===== config.mk =====
export PLATFORM = sky130hd
export DESIGN_NAME = branch_hazard_ctrl
export DESIGN_NICKNAME = d
export VERILOG_FILES = /design/src/rtl/branch_hazard_ctrl.sv
export SDC_FILE = /design/constraint.sdc
export NUM_CORES = 1
export LEC_CHECK = 0
export CAP_MARGIN = 40
export CORE_MARGIN = 4
export CORE_UTILIZATION = 54
export CTS_CLUSTER_SIZE = 10
export DETAILED_ROUTE_END_ITERATION = 8
export PLACE_DENSITY = 0.94
export SKIP_LAST_GASP = 1
export SYNTH_ARGS = -nofsm -noshare
export SYNTH_HDL_FRONTEND = slang
export SYNTH_SLANG_ARGS = --single-unit
export TNS_END_PERCENT = 100

===== constraint.sdc =====
create_clock -name clk -period 3 [get_ports clk]
set_input_delay 0.6 -clock clk [delete_from_list [all_inputs] [get_ports clk]]
set_output_delay 0.6 -clock clk [all_outputs]
set_load 0.03 [all_outputs]

===== src/rtl/branch_hazard_ctrl.sv =====
// branch_hazard_ctrl
//   Sequencing controller for the branch-decision path of the pipeline.
//   It turns the EX/MEM branch/zero flags and the ID load-use flag into the
//   fetch-mux select, the PC and IF/ID write enables, and the pipeline flushes.
//   It also keeps saturating counters of branches, taken branches and
//   load-use stall cycles.
//
// Parameters
//   STALL_CYC  load-use stall length in cycles (1..15)
//   FLUSH_CYC  shadow cycles after a taken branch (1..15)
//   CNT_W      performance counter width
//
// Ports
//   clk          rising-edge clock
//   rst          synchronous reset, active-low
//   membranch    branch instruction in MEM stage
//   zero         ALU zero flag from EX/MEM
//   load_use     load-use hazard seen in ID
//   clr_cnt      synchronous clear of the performance counters
//   PCSrc        1 = fetch mux selects the branch target
//   pc_write     PC write enable
//   ifid_write   IF/ID write enable
//   flush_ifid   zero IF/ID at next edge
//   flush_idex   bubble ID/EX control at next edge
//   flush_exmem  zero EX/MEM control at next edge
//   state        00 RUN, 01 STALL, 10 FLUSH (11 recovers to RUN)
//   branch_cnt   branches evaluated
//   taken_cnt    branches taken
//   stall_cnt    cycles held by a load-use stall
module branch_hazard_ctrl #(
    parameter int unsigned STALL_CYC = 1,
    parameter int unsigned FLUSH_CYC = 1,
    parameter int unsigned CNT_W     = 16
) (
    input  logic             clk,
    input  logic             rst,
    input  logic             membranch,
    input  logic             zero,
    input  logic             load_use,
    input  logic             clr_cnt,
    output logic             PCSrc,
    output logic             pc_write,
    output logic             ifid_write,
    output logic             flush_ifid,
    output logic             flush_idex,
    output logic             flush_exmem,
    output logic [1:0]       state,
    output logic [CNT_W-1:0] branch_cnt,
    output logic [CNT_W-1:0] taken_cnt,
    output logic [CNT_W-1:0] stall_cnt
);

    localparam logic [1:0] RUN   = 2'b00;
    localparam logic [1:0] STALL = 2'b01;
    localparam logic [1:0] FLUSH = 2'b10;

    // The RUN cycle that detects load_use is itself the first stall cycle,
    // so STALL only needs STALL_CYC-1 more cycles (counted down to 0).
    localparam logic [3:0] FLUSH_RELOAD = 4'(FLUSH_CYC - 1);
    localparam logic [3:0] STALL_RELOAD = (STALL_CYC > 1) ? 4'(STALL_CYC - 2) : '0;

    logic       taken;
    logic [1:0] nxt_state;
    logic [3:0] cnt;
    logic [3:0] nxt_cnt;
    logic       evaluating;   // branch inputs are live (RUN or STALL)
    logic       stall_hold;   // this cycle is held by a load-use stall

    assign taken = membranch & zero;

    always_comb begin
        PCSrc       = 1'b0;
        pc_write    = 1'b1;
        ifid_write  = 1'b1;
        flush_ifid  = 1'b0;
        flush_idex  = 1'b0;
        flush_exmem = 1'b0;
        nxt_state   = state;
        nxt_cnt     = cnt;
        evaluating  = 1'b0;
        stall_hold  = 1'b0;

        if (!rst) begin
            pc_write    = 1'b0;
            ifid_write  = 1'b0;
            flush_ifid  = 1'b1;
            flush_idex  = 1'b1;
            flush_exmem = 1'b1;
        end else begin
            case (state)
                RUN, STALL: begin
                    evaluating = 1'b1;
                    if (taken) begin
                        // A taken branch wins over any stall, pending or new.
                        PCSrc       = 1'b1;
                        flush_ifid  = 1'b1;
                        flush_idex  = 1'b1;
                        flush_exmem = 1'b1;
                        nxt_cnt     = FLUSH_RELOAD;
                        nxt_state   = FLUSH;
                    end else if (state == STALL || load_use) begin
                        pc_write   = 1'b0;
                        ifid_write = 1'b0;
                        flush_idex = 1'b1;
                        stall_hold = 1'b1;
                        if (state == RUN) begin
                            if (STALL_CYC > 1) begin
                                nxt_cnt   = STALL_RELOAD;
                                nxt_state = STALL;
                            end
                        end else if (cnt == '0) begin
                            nxt_state = RUN;
                        end else begin
                            nxt_cnt = cnt - 4'd1;
                        end
                    end
                end
                FLUSH: begin
                    flush_ifid = 1'b1;
                    flush_idex = 1'b1;
                    if (cnt == '0) begin
                        nxt_state = RUN;
                    end else begin
                        nxt_cnt = cnt - 4'd1;
                    end
                end
                default: begin
                    nxt_state = RUN;
                    nxt_cnt   = '0;
                end
            endcase
        end
    end

    always_ff @(posedge clk) begin
        if (!rst) begin
            state <= RUN;
            cnt   <= '0;
        end else begin
            state <= nxt_state;
            cnt   <= nxt_cnt;
        end
    end

    always_ff @(posedge clk) begin
        if (!rst || clr_cnt) begin
            branch_cnt <= '0;
            taken_cnt  <= '0;
            stall_cnt  <= '0;
        end else begin
            if (evaluating && membranch && branch_cnt != '1) begin
                branch_cnt <= branch_cnt + 1'b1;
            end
            if (evaluating && taken && taken_cnt != '1) begin
                taken_cnt <= taken_cnt + 1'b1;
            end
            if (stall_hold && stall_cnt != '1) begin
                stall_cnt <= stall_cnt + 1'b1;
            end
        end
    end

endmodule


# Yosys cells after proc, flatten, opt, wreduce, memory -nomap -nowiden
# Index checks and enable logic that the tools add are counted.
op_classes:
  add_sub_neg: 4
  eq_ne: 7
  n_mux: 29
  n_bitwise: 1
  n_reduce_logical: 12
ops:
  columns: ["cell", "count"]
  rows:
  - ["16-bit by 1-bit adder with 16-bit output, second input constant", 3]
  - ["16-bit inequality test, second input constant", 3]
  - ["1-bit 2-to-1 mux", 17]
  - ["4-bit 2-to-1 mux", 4]
  - ["2-bit 2-to-1 mux", 4]
  - ["4-bit case mux with 2 select lines", 1]
  - ["3-bit inequality test, second input constant", 2]
  - ["1-bit logical AND", 5]
  - ["4-bit logical NOT", 1]
  - ["1-bit case mux with 2 select lines", 2]
  - ["2-bit case mux with 2 select lines", 1]
  - ["4-bit by 1-bit subtractor with 4-bit output, second input constant", 1]
  - ["2-bit by 1-bit equality test with 1-bit output, second input constant", 1]
  - ["2-bit equality test, second input constant", 1]
  - ["2-bit logical NOT", 1]
  - ["1-bit logical OR", 2]
  - ["2-bit AND reduction", 1]
  - ["2-bit OR reduction", 1]
  - ["1-bit bitwise AND", 1]
  - ["1-bit logical NOT", 1]
totals:
  register_bits: 54
  word_cells: 58

# Depth between registers and ports, before layout
logic_depth:
  ltp_word: 7
  depth_mapped: 7
  mapped_depth_nobuf: 6

# Least setup slack after synthesis
# Ideal clock, no wire load.
synth_path:
  kind: "input-to-output"
  start: "input rst"
  end: "output pc_write"
  arrival_ps: 1877
  t_required_ps: 2400
  path_slack_ps: 523
  path_stages: 3
  n_path_buf: 2
  path_cell_list: "buf_2 -> a21boi_0 -> buf_4"
synth_via:
  elab_chain_cells: 1
synth_lines:
  columns: ["element", "line", "source"]
  rows:
  - ["start, declared", "36", "input logic rst,"]
  - ["1-bit 2-to-1 mux", null, null]
  - ["end, declared", "42", "output logic pc_write,"]
# Every way passes these cells.

# Worst setup path in the final report
layout_path:
  start: "input membranch"
  end: "output flush_idex"
layout_via:
  elab_chain_cells: 4
layout_lines:
  columns: ["element", "line", "source"]
  rows:
  - ["start, declared", "37", "input logic membranch,"]
  - ["1-bit bitwise AND", "69", "assign taken = membranch & zero;"]
  - ["1-bit 2-to-1 mux", "93", "if (taken) begin"]
  - ["1-bit case mux with 2 select lines", "90", "case (state)"]
  - ["1-bit 2-to-1 mux", "83", "if (!rst) begin"]
  - ["end, declared", "45", "output logic flush_idex,"]
# Every way passes these cells.

==> flow_summary.ini <==
[outcome]
outcome = finished clean

[logic_synthesis]
synthTopCellsByArea = dfxtp_1 40%, nor2_1 7.1%, xnor2_1 6.2%
yosys_warnings = 0
synth.avg_cell_area_um2 = 8.587
syn_nets = 323
synth-edff-count = 0
synth_top_area_share_pct = 40.22
synth.most_common_cell = dfxtp_1
synth_cell_type_count = 47
postSynth.topFlopCell = dfxtp_1
synth-async-reset-ratio_pct = 0
syn_area_um2 = 2688
synth_common_cells = 54 x dfxtp_1, 51 x nor2_1, 22 x nand2_1
ys_seq_area_share_pct = 40.22
synth_seq_cells = 54
yosysTopAreaCell = dfxtp_1
netlist_instances = 313

[cells_and_area]
seqCellArea_um2 = 1081
filler_cell_count = 372
drive_gt1_share_pct = 6.383
areaGrowthSynthToFinish_pct = 28.54
fin_util_pct = 72.18
multi_input_area_um2 = 1533
nNetsFinal = 385

[clocking]
post_cts_buffers = 0
cts_tree = done
cts_sinks = 54
path_clk_slew_ns = 0.09
h-tree-depth = 2
numCtsBuffers = 5
holdBufCountCts = 0
ctsResizeCount = 0
cts_buffer_depth = 2
clkLatencyLatePin_ns = 0.30
clock-root-buffer = clkbuf_8

[critical_path]
required_ns = 2.40
critical_path_class = input port to primary output
critPathLaunchType = input port
worst-path-max-fanout = 4
r2r_setup_slack_ns = 1.02
cp.arrival_ns = 2.17
rr_worst_depth = 6
crit_path_end_kind = primary output

[timing]
fin_ws_ns = 0.2332
fmax_mhz = 361.4
min_period_ns = 2.767
slew_headroom_pct = 55.93
setup_violations = 0
finalHoldViolCount = 0
rsz0062_at_grt = no
whs_ns = 0.5141
fin_crit_sh_pct = 92.23
drv_slew = 0
worst_pin_slew_ns = 0.6551
setup_tns_ns = 0
finClkSkew_ns = 0.004745

[routing]
drc = 0
first_iter_violations = 135
via_per_inst = 5.642
antenna_left = 0
route.vias.total = 2505
routed_wl_mm = 6.130
post_drt_wl_per_cell_um = 13.81
first_pass_iters = 4

[global_route]
grt_overflow_total = 0
grtUsageTotal_pct = 20.54
antenna_found_initial = 0
grt_pass1_vias = 2349
grt_pass1_wl_mm = 10.45
grt_max_degree = 24

[power_and_ir_drop]
power_density_nw_per_um2 = 353.7
p_leak_nw = 1.167
vdd.ir_drop.worst_mv = 0.2508

[job]
cap_violations = 0

[floorplan]
die_x_um = 78.55
die-area_um2 = 6169
fp.coreArea_um2 = 4786
dieHeight_um = 78.55
start_util_pct = 56.16
fp-row-count = 25
pin_count = 62

[place]
io_buffers = 61
gp_congestion = 0.8589
place_ws_ns = 0.2209
hpwl_mm = 4.560

[worst_hold_path]
min_path_type = flop to flop
whs_path_depth = 2
-- cells by family (layout without fill, tap and decap cells) --
family,count (synthesis),count (layout),synth area share [%]
compound gates,28,28,6.797
xor+xnor,36,36,11.73
fa+ha+maj,4,4,1.862
buf+inv,17,80,2.746
flops,54,54,40.22
mux,3,3,1.117
other cells,0,1,0
simple gates,171,171,35.52
-- worst max-delay path: stages --
cell and delay, ns:
clkdlybuf4s50_1 0.50, nand2_1 0.08, o21a_1 0.20, o21ai_0 0.09
clkdlybuf4s50_1 0.70
-- cell type report --
| cell class | instances | share of cell area, % |
|---|---|---|
| diodes | 1 | 0.07244 |
| clock buffers | 7 | 2.499 |
| multi-input cells | 242 | 44.37 |
| flip-flops and latches | 54 | 31.29 |
| repair buffers | 66 | 18.54 |
| clock inverters | 1 | 0.1449 |
| well taps | 67 | 2.427 |
| inverters | 6 | 0.6519 |
-- layer usage --
layer | wire length [µm] | global-route usage, % | share of wire (%) | vias up
met3 | 318 | 5.275 | 5.2 | 6
li1 | - | - | - | 1238
met2 | 2977 | 34.63 | 49 | 68
met1 | 2813 | 25.82 | 46 | 1193
met4 | 21 | 5.769 | 0.34 | 0
met5 | 0 | 0 | 0 | -
-- layout by cell type, fill, tap and decap left out, types with 8 or more instances in the layout --
| cell | netlist | final |
|---|---|---|
| and4_1 | 10 | 10 |
| nand2_1 | 22 | 22 |
| and3_1 | 9 | 9 |
| clkdlybuf4s50_1 | 0 | 58 |
| nor2_1 | 51 | 51 |
| o21ai_0 | 9 | 9 |
| nand4_1 | 18 | 18 |
| buf_4 | 2 | 8 |
| nand3_1 | 18 | 18 |
| nor3_1 | 14 | 14 |
| xor2_1 | 17 | 17 |
| xnor2_1 | 19 | 19 |
| dfxtp_1 | 54 | 54 |
-- per-stage QoR --
| stage | instance area (µm²) | power (mW) | std cells |
|---|---|---|---|
| 6_report | 3455 | 1.222 | 444 |
| 5_1_grt | 3452 | 1.266 | 443 |
| 4_1_cts | 3452 | 1.229 | 443 |
| 3_5_place_dp | 3361 | 0.8227 | 435 |
| 3_3_place_gp | 3361 | 0.8205 | 435 |
| 2_1_floorplan | 2688 | 0.7886 | 313 |
-- final timing paths --
| check | from | to |
|---|---|---|
| worst max-delay path | membranch | flush_idex |
| worst min-delay path | stall_cnt[15] | stall_cnt[15] |
| worst max register to register | branch_cnt[0] | branch_cnt[3] |
| worst min register to register | stall_cnt[15] | stall_cnt[15] |
-- flip-flops by register name, indices dropped and copies added, names as in the netlist --
name and count:
taken_cnt 16, stall_cnt 16, state 2, branch_cnt 16, cnt 4
-- report_power, final --
| group | switching (mW) | internal [mW] |
|---|---|---|
| sequential | 0.00359 | 0.718 |
| combinational | 0.0517 | 0.0328 |
| clock | 0.229 | 0.187 |
| total | 0.284 | 0.938 |
Power figures use the tool's default switching activity.
==> variant 1: new RTL, same flow settings <==
The parameter `CNT_W` goes from 16 to 24.
--- a/src/rtl/branch_hazard_ctrl.sv
+++ b/src/rtl/branch_hazard_ctrl.sv
@@ -30,7 +30,7 @@
 module branch_hazard_ctrl #(
     parameter int unsigned STALL_CYC = 1,
     parameter int unsigned FLUSH_CYC = 1,
-    parameter int unsigned CNT_W     = 16
+    parameter int unsigned CNT_W     = 24
 ) (
     input  logic             clk,
     input  logic             rst,
Interface: changed (resized branch_cnt, stall_cnt and taken_cnt); port bits go from 62 to 86. No check against the original RTL was run, so the function may have changed too.
==> variant 1 against the unedited design <==
  * Register-to-register slack worse by 0.36 ns
  * Count of clock-buffer cells in the layout up 5
  * Largest power group unchanged
  * Cell area up 49%
  * Wire length increased by 70%
  * Critical endpoint is now flush_ifid
  * Sequential power is 44% higher
  * Synthesized area is 49% higher
  * Sequential cell count grew 24
  * Worst setup slack worse by 0.13 ns
  * Total power up 58%
  * Hold slack worse by 0.0040 ns
  * Highest routed layer unchanged
==> variant 1: results (changes against the unedited design) <==
[synth]
yosysUniqueCellTypes = 56  ; was 47
synth_compound_area_share_pct = 16.6  ; was 6.80%
synth_xor_area_share_pct = 8.33  ; was 11.7%
synth.area.top_cells = dfxtp_1 (39%), xnor2_1 (7.7%), nor2_1 (5.0%), a21oi_1 (4.8%), nand4_1 (3.8%)  ; was dfxtp_1 (40%), nor2_1 (7.1%), xnor2_1 (6.2%), xor2_1 (5.5%), nand4_1 (4.2%)
syn_nets = 484  ; was 323
muxShareOfSynthArea_pct = 0.251  ; was 1.12%
synthAdderAreaFrac_pct = 1.25  ; was 1.86%
syn_avg_cell_area_um2 = 8.43  ; was 8.59 um^2
synth_seq_area_share_pct = 39.1  ; was 40.2%
ys.warnings.count = 0  ; unchanged
synth_common_cells = dfxtp_1 (78), nor2_1 (53), a21oi_1 (38)  ; was dfxtp_1 (54), nor2_1 (51), nand2_1 (22)
async_reset_ff_share_pct = 0  ; unchanged

[placement]
place_area_mm2 = 0.00493  ; was 0.00336 mm^2
dp_slack_ns = 0.0566  ; was 0.221 ns
port_buffers = 85  ; was 61
dp.cells = 645  ; was 435
place_congestion = 0.878  ; was 0.859
hpwl_um = 7310  ; was 4560 um

[cells_and_area]
antenna_cells = 0  ; was 1
final_net_count = 567  ; was 385
layout-drive-gt1-share_pct = 7.83  ; was 6.38%
top_regs = branch_cnt: 24 flops, stall_cnt: 24 flops, taken_cnt: 24 flops  ; was branch_cnt: 16 flops, stall_cnt: 16 flops, taken_cnt: 16 flops

[cts]
cts_made_buffers = 9  ; was 5
h-tree-depth = 3  ; was 2
clk-insertion-delay-late_ns = 0.34  ; was 0.30 ns

[route]
vias_per_cell = 5.99  ; was 5.64
wl_um = 10400  ; was 6130 um
wire_per_inst_um = 15.8  ; was 13.8 um
dr_wl_met2_um = 5290  ; was 2980 um
dr.pass1.iters = 5  ; was 4
wl_met1_um = 4340  ; was 2810 um
wl_met3_um = 484  ; was 318 um

[global_routing]
met3_usage_pct = 3.93  ; was 5.28%
use_met1_pct = 30.0  ; was 25.8%
grt_max_degree = 39  ; was 24
grt_usage_pct = 24.6  ; was 20.5%
grt_pass1_wl_um = 17800  ; was 10500 um
gr-usage-met2_pct = 42.0  ; was 34.6%

[power]
vdd_drop_max_uv = 277  ; was 251 uV
p_sw_share_pct = 22.4  ; was 23.2%
clockPowerShare_pct = 40.9  ; was 34.0%
p_leak_nw = 1.63  ; was 1.17 nW
seq_power_share_pct = 53.7  ; was 59.1%
powerDensity_mw_per_mm2 = 377  ; was 354 mW/mm^2

[setup_path]
worstPathMaxFanout = 6  ; was 4
crit_arrival_ns = 2.29  ; was 2.17 ns
slowest_delay_ns = 0.66  ; was 0.70 ns

[timing]
maxSlewHeadroom_pct = 54.5  ; was 55.9%

[run_status]
status = finished clean  ; unchanged

## variant 1: changes by cell type in the layout (fill, tap and decap cells not counted), moves of 6 or more
cell / delta
a211oi_1: +6
a21oi_1: +31
a31oi_1: +6
a41o_1: +6
clkdlybuf4s50_1: +25
dfxtp_1: +24
nand2_1: +10
nand4_1: +6
o21ai_0: +12
or3_1: +9
xnor2_1: +16
xor2_1: -14
## variant 1: cell families (layout without fill, tap and decap cells)
logic type,count (synthesis),after routing
AO/OA/AOI/OAI,104,104
XOR/XNOR,38,38
adder cells (fa/ha/maj),4,4
buffers and inverters,31,119
flip-flops,78,78
multiplexers,1,1
AND/OR/NAND/NOR,218,218
## variant 1: path summary, 6_finish.rpt
| check | from | to | slack (ns) | depth (start not counted) |
|---|---|---|---|---|
| hold / removal | stall_cnt[10]$_SDFFE_PP0P_ | stall_cnt[10]$_SDFFE_PP0P_ | 0.51 | 2 |
| setup reg to reg | stall_cnt[0]$_SDFFE_PP0P_ | stall_cnt[9]$_SDFFE_PP0P_ | 0.66 | 6 |
| hold reg to reg | stall_cnt[10]$_SDFFE_PP0P_ | stall_cnt[10]$_SDFFE_PP0P_ | 0.51 | 2 |
| setup / recovery | membranch | flush_ifid | 0.11 | 5 |
## variant 1: cell type report
cell class / instances / area [um^2]
inverter: 7 / 26.3
sequential: 78 / 1560
clock buffer: 12 / 155
timing repair buffer: 96 / 946
tap: 99 / 124
fill: 571 / 2080
clock inverter: 4 / 45.0
multi-input combinational: 365 / 2280
## variant 1: timing repair
action	in CTS	in global routing
resized for setup	0	2
hold buffers	0	0
setup endpoints to repair	0	1
## variant 1: worst min-delay path: stages, from the launching register on
cell and delay (ns):
dfxtp_1 0.34, o31ai_1 0.07, a21oi_1 0.06
==> variant 2: new RTL, config.mk and constraints unchanged <==
Made on the original files. Reset style: asynchronous (`rst`), changed in one clocked block. Comments in the files are not updated.
--- a/src/rtl/branch_hazard_ctrl.sv
+++ b/src/rtl/branch_hazard_ctrl.sv
@@ -132,7 +132,7 @@
         end
     end
 
-    always_ff @(posedge clk) begin
+    always_ff @(posedge clk or negedge rst) begin
         if (!rst) begin
             state <= RUN;
             cnt   <= '0;
Formal check against the unedited RTL: differs if rst is asserted again (counterexample within 4 cycles, from zero or initial values and one cycle with rst low); with rst held inactive, the same outputs for 10 cycles.
==> variant 2 against the unedited design <==
  * Global-route usage up 4.4 points
  * Wire length up 35%
  * Critical path type unchanged
  * Synthesized cell count grew 18%
  * Sequential cell count is the same
  * Cell area grew 10%
  * Worst setup slack worse by 0.051 ns
  * Synthesized area grew 12%
  * Clock skew grew 0.0084 ns
  * Critical path depth stayed put
Power is not compared: it rests on default switching activity, and its combinational part moved more than twofold at a synthesized area within 25%.
==> variant 2: results (changes against the unedited design) <==
[run_status]
status = finished clean  ; unchanged

[synth]
async_reset_ff_share_pct = 11.1  ; was 0%
synth.area.top_cells = dfxtp_1 (32%), a21oi_1 (6.3%), o31ai_1 (6.0%), or4_1 (6.0%), dfrtp_1 (5.0%)  ; was dfxtp_1 (40%), nor2_1 (7.1%), xnor2_1 (6.2%), xor2_1 (5.5%), nand4_1 (4.2%)
yosysUniqueCellTypes = 46  ; was 47
syn_inst = 370  ; was 313
syn_nets = 380  ; was 323
synth_seq_area_share_pct = 37.0  ; was 40.2%

[setup_path]
critical_path.startpoint = zero  ; was membranch
r2r_start = state[1]$_DFFE_PN0P_  ; was branch_cnt[0]$_SDFFE_PP0P_
cp-endpoint = flush_ifid  ; was flush_idex
r2r-end = taken_cnt[15]$_SDFFE_PP0P_  ; was branch_cnt[3]$_SDFFE_PP0P_
regToRegSetupSlack_ns = 0.82  ; was 1.02 ns

[timing]
maxSlewHeadroom_pct = 59.4  ; was 55.9%
clock_skew_ns = 0.0132  ; was 0.00475 ns
final.min_clock_period_ns = 2.82  ; was 2.77 ns
whs_ns = 0.519  ; was 0.514 ns

[global_routing]
grt-ovfl-total = 0  ; unchanged
grt_pass1_vias = 3046  ; was 2349
grt_max_degree = 27  ; was 24
grt_usage_pct = 24.9  ; was 20.5%
grt_pass1_wl_um = 13500  ; was 10500 um

[route]
dr.pass1.iters = 5  ; was 4
vias_per_cell = 6.60  ; was 5.64
wl_um = 8310  ; was 6130 um
drt-initial-drc-count = 181  ; was 135

[cells_and_area]
final_net_count = 441  ; was 385
antenna_cells = 0  ; was 1
layout-drive-gt1-share_pct = 6.25  ; was 6.38%

[placement]
place_congestion = 0.889  ; was 0.859
hpwl_um = 5970  ; was 4560 um
dp_slack_ns = 0.182  ; was 0.221 ns
dp.cells = 494  ; was 435

[min_path]
hold_start = branch_cnt[15]$_SDFFE_PP0P_  ; was stall_cnt[15]$_SDFFE_PP0P_

==> variant 2: cell types whose count changed after synthesis, moves of 5 or more <==
cell,change
a21oi_1,+31
and2_1,+5
dfrtp_1,+6
dfxtp_1,-6
nand2_1,+5
nor2_1,-39
o21ai_0,+14
o31ai_1,+24
or3_1,+9
or4_1,+23
xnor2_1,-19
xor2_1,-17
==> variant 2: cells by family after synthesis <==
| logic type | count (synthesis) | share of synthesized area (%) |
|---|---|---|
| AND/OR/NAND/NOR | 172 | 33.8 |
| buffers and inverters | 28 | 3.88 |
| AO/OA/AOI/OAI | 107 | 22.0 |
| multiplexers | 5 | 1.67 |
| flip-flops | 54 | 37.0 |
| adder cells (fa/ha/maj) | 4 | 1.67 |
==> variant 2: area by class of cell <==
cell class / instances / area, um^2 / share of cell area, %
clock inverters: 2 / 36.3 / 0.952
flip-flops and latches: 54 / 1110 / 29.2
repair buffers: 72 / 686 / 18.0
well taps: 70 / 87.6 / 2.30
clock buffers: 6 / 72.6 / 1.90
multi-input cells: 288 / 1780 / 46.7
inverters: 10 / 37.5 / 0.985
==> variant 2: metal layers <==
metal | global-route usage (%) | up-vias | part of all wire, %
li1 | - | 1574 | -
met1 | 29.7 | 1600 | 42
met2 | 44.1 | 123 | 50
met3 | 4.88 | 18 | 6.5
met4 | 9.31 | 0 | 1.7
met5 | 0 | - | 0
==> variant 2: metrics by stage <==
stage / cell area (um^2) / power (W)
after floorplan: 3000 / 0.00105
after global placement: 3700 / 0.00116
after detailed placement: 3700 / 0.00118
after CTS: 3810 / 0.00167
after global routing: 3810 / 0.00174
final: 3810 / 0.00167
==> variant 2: critical path: cells and delay by family <==
family                 cells  cell delay, ns
AND/OR/NAND/NOR            2            0.30
buffers and inverters      2            1.24
AO/OA/AOI/OAI              1            0.08
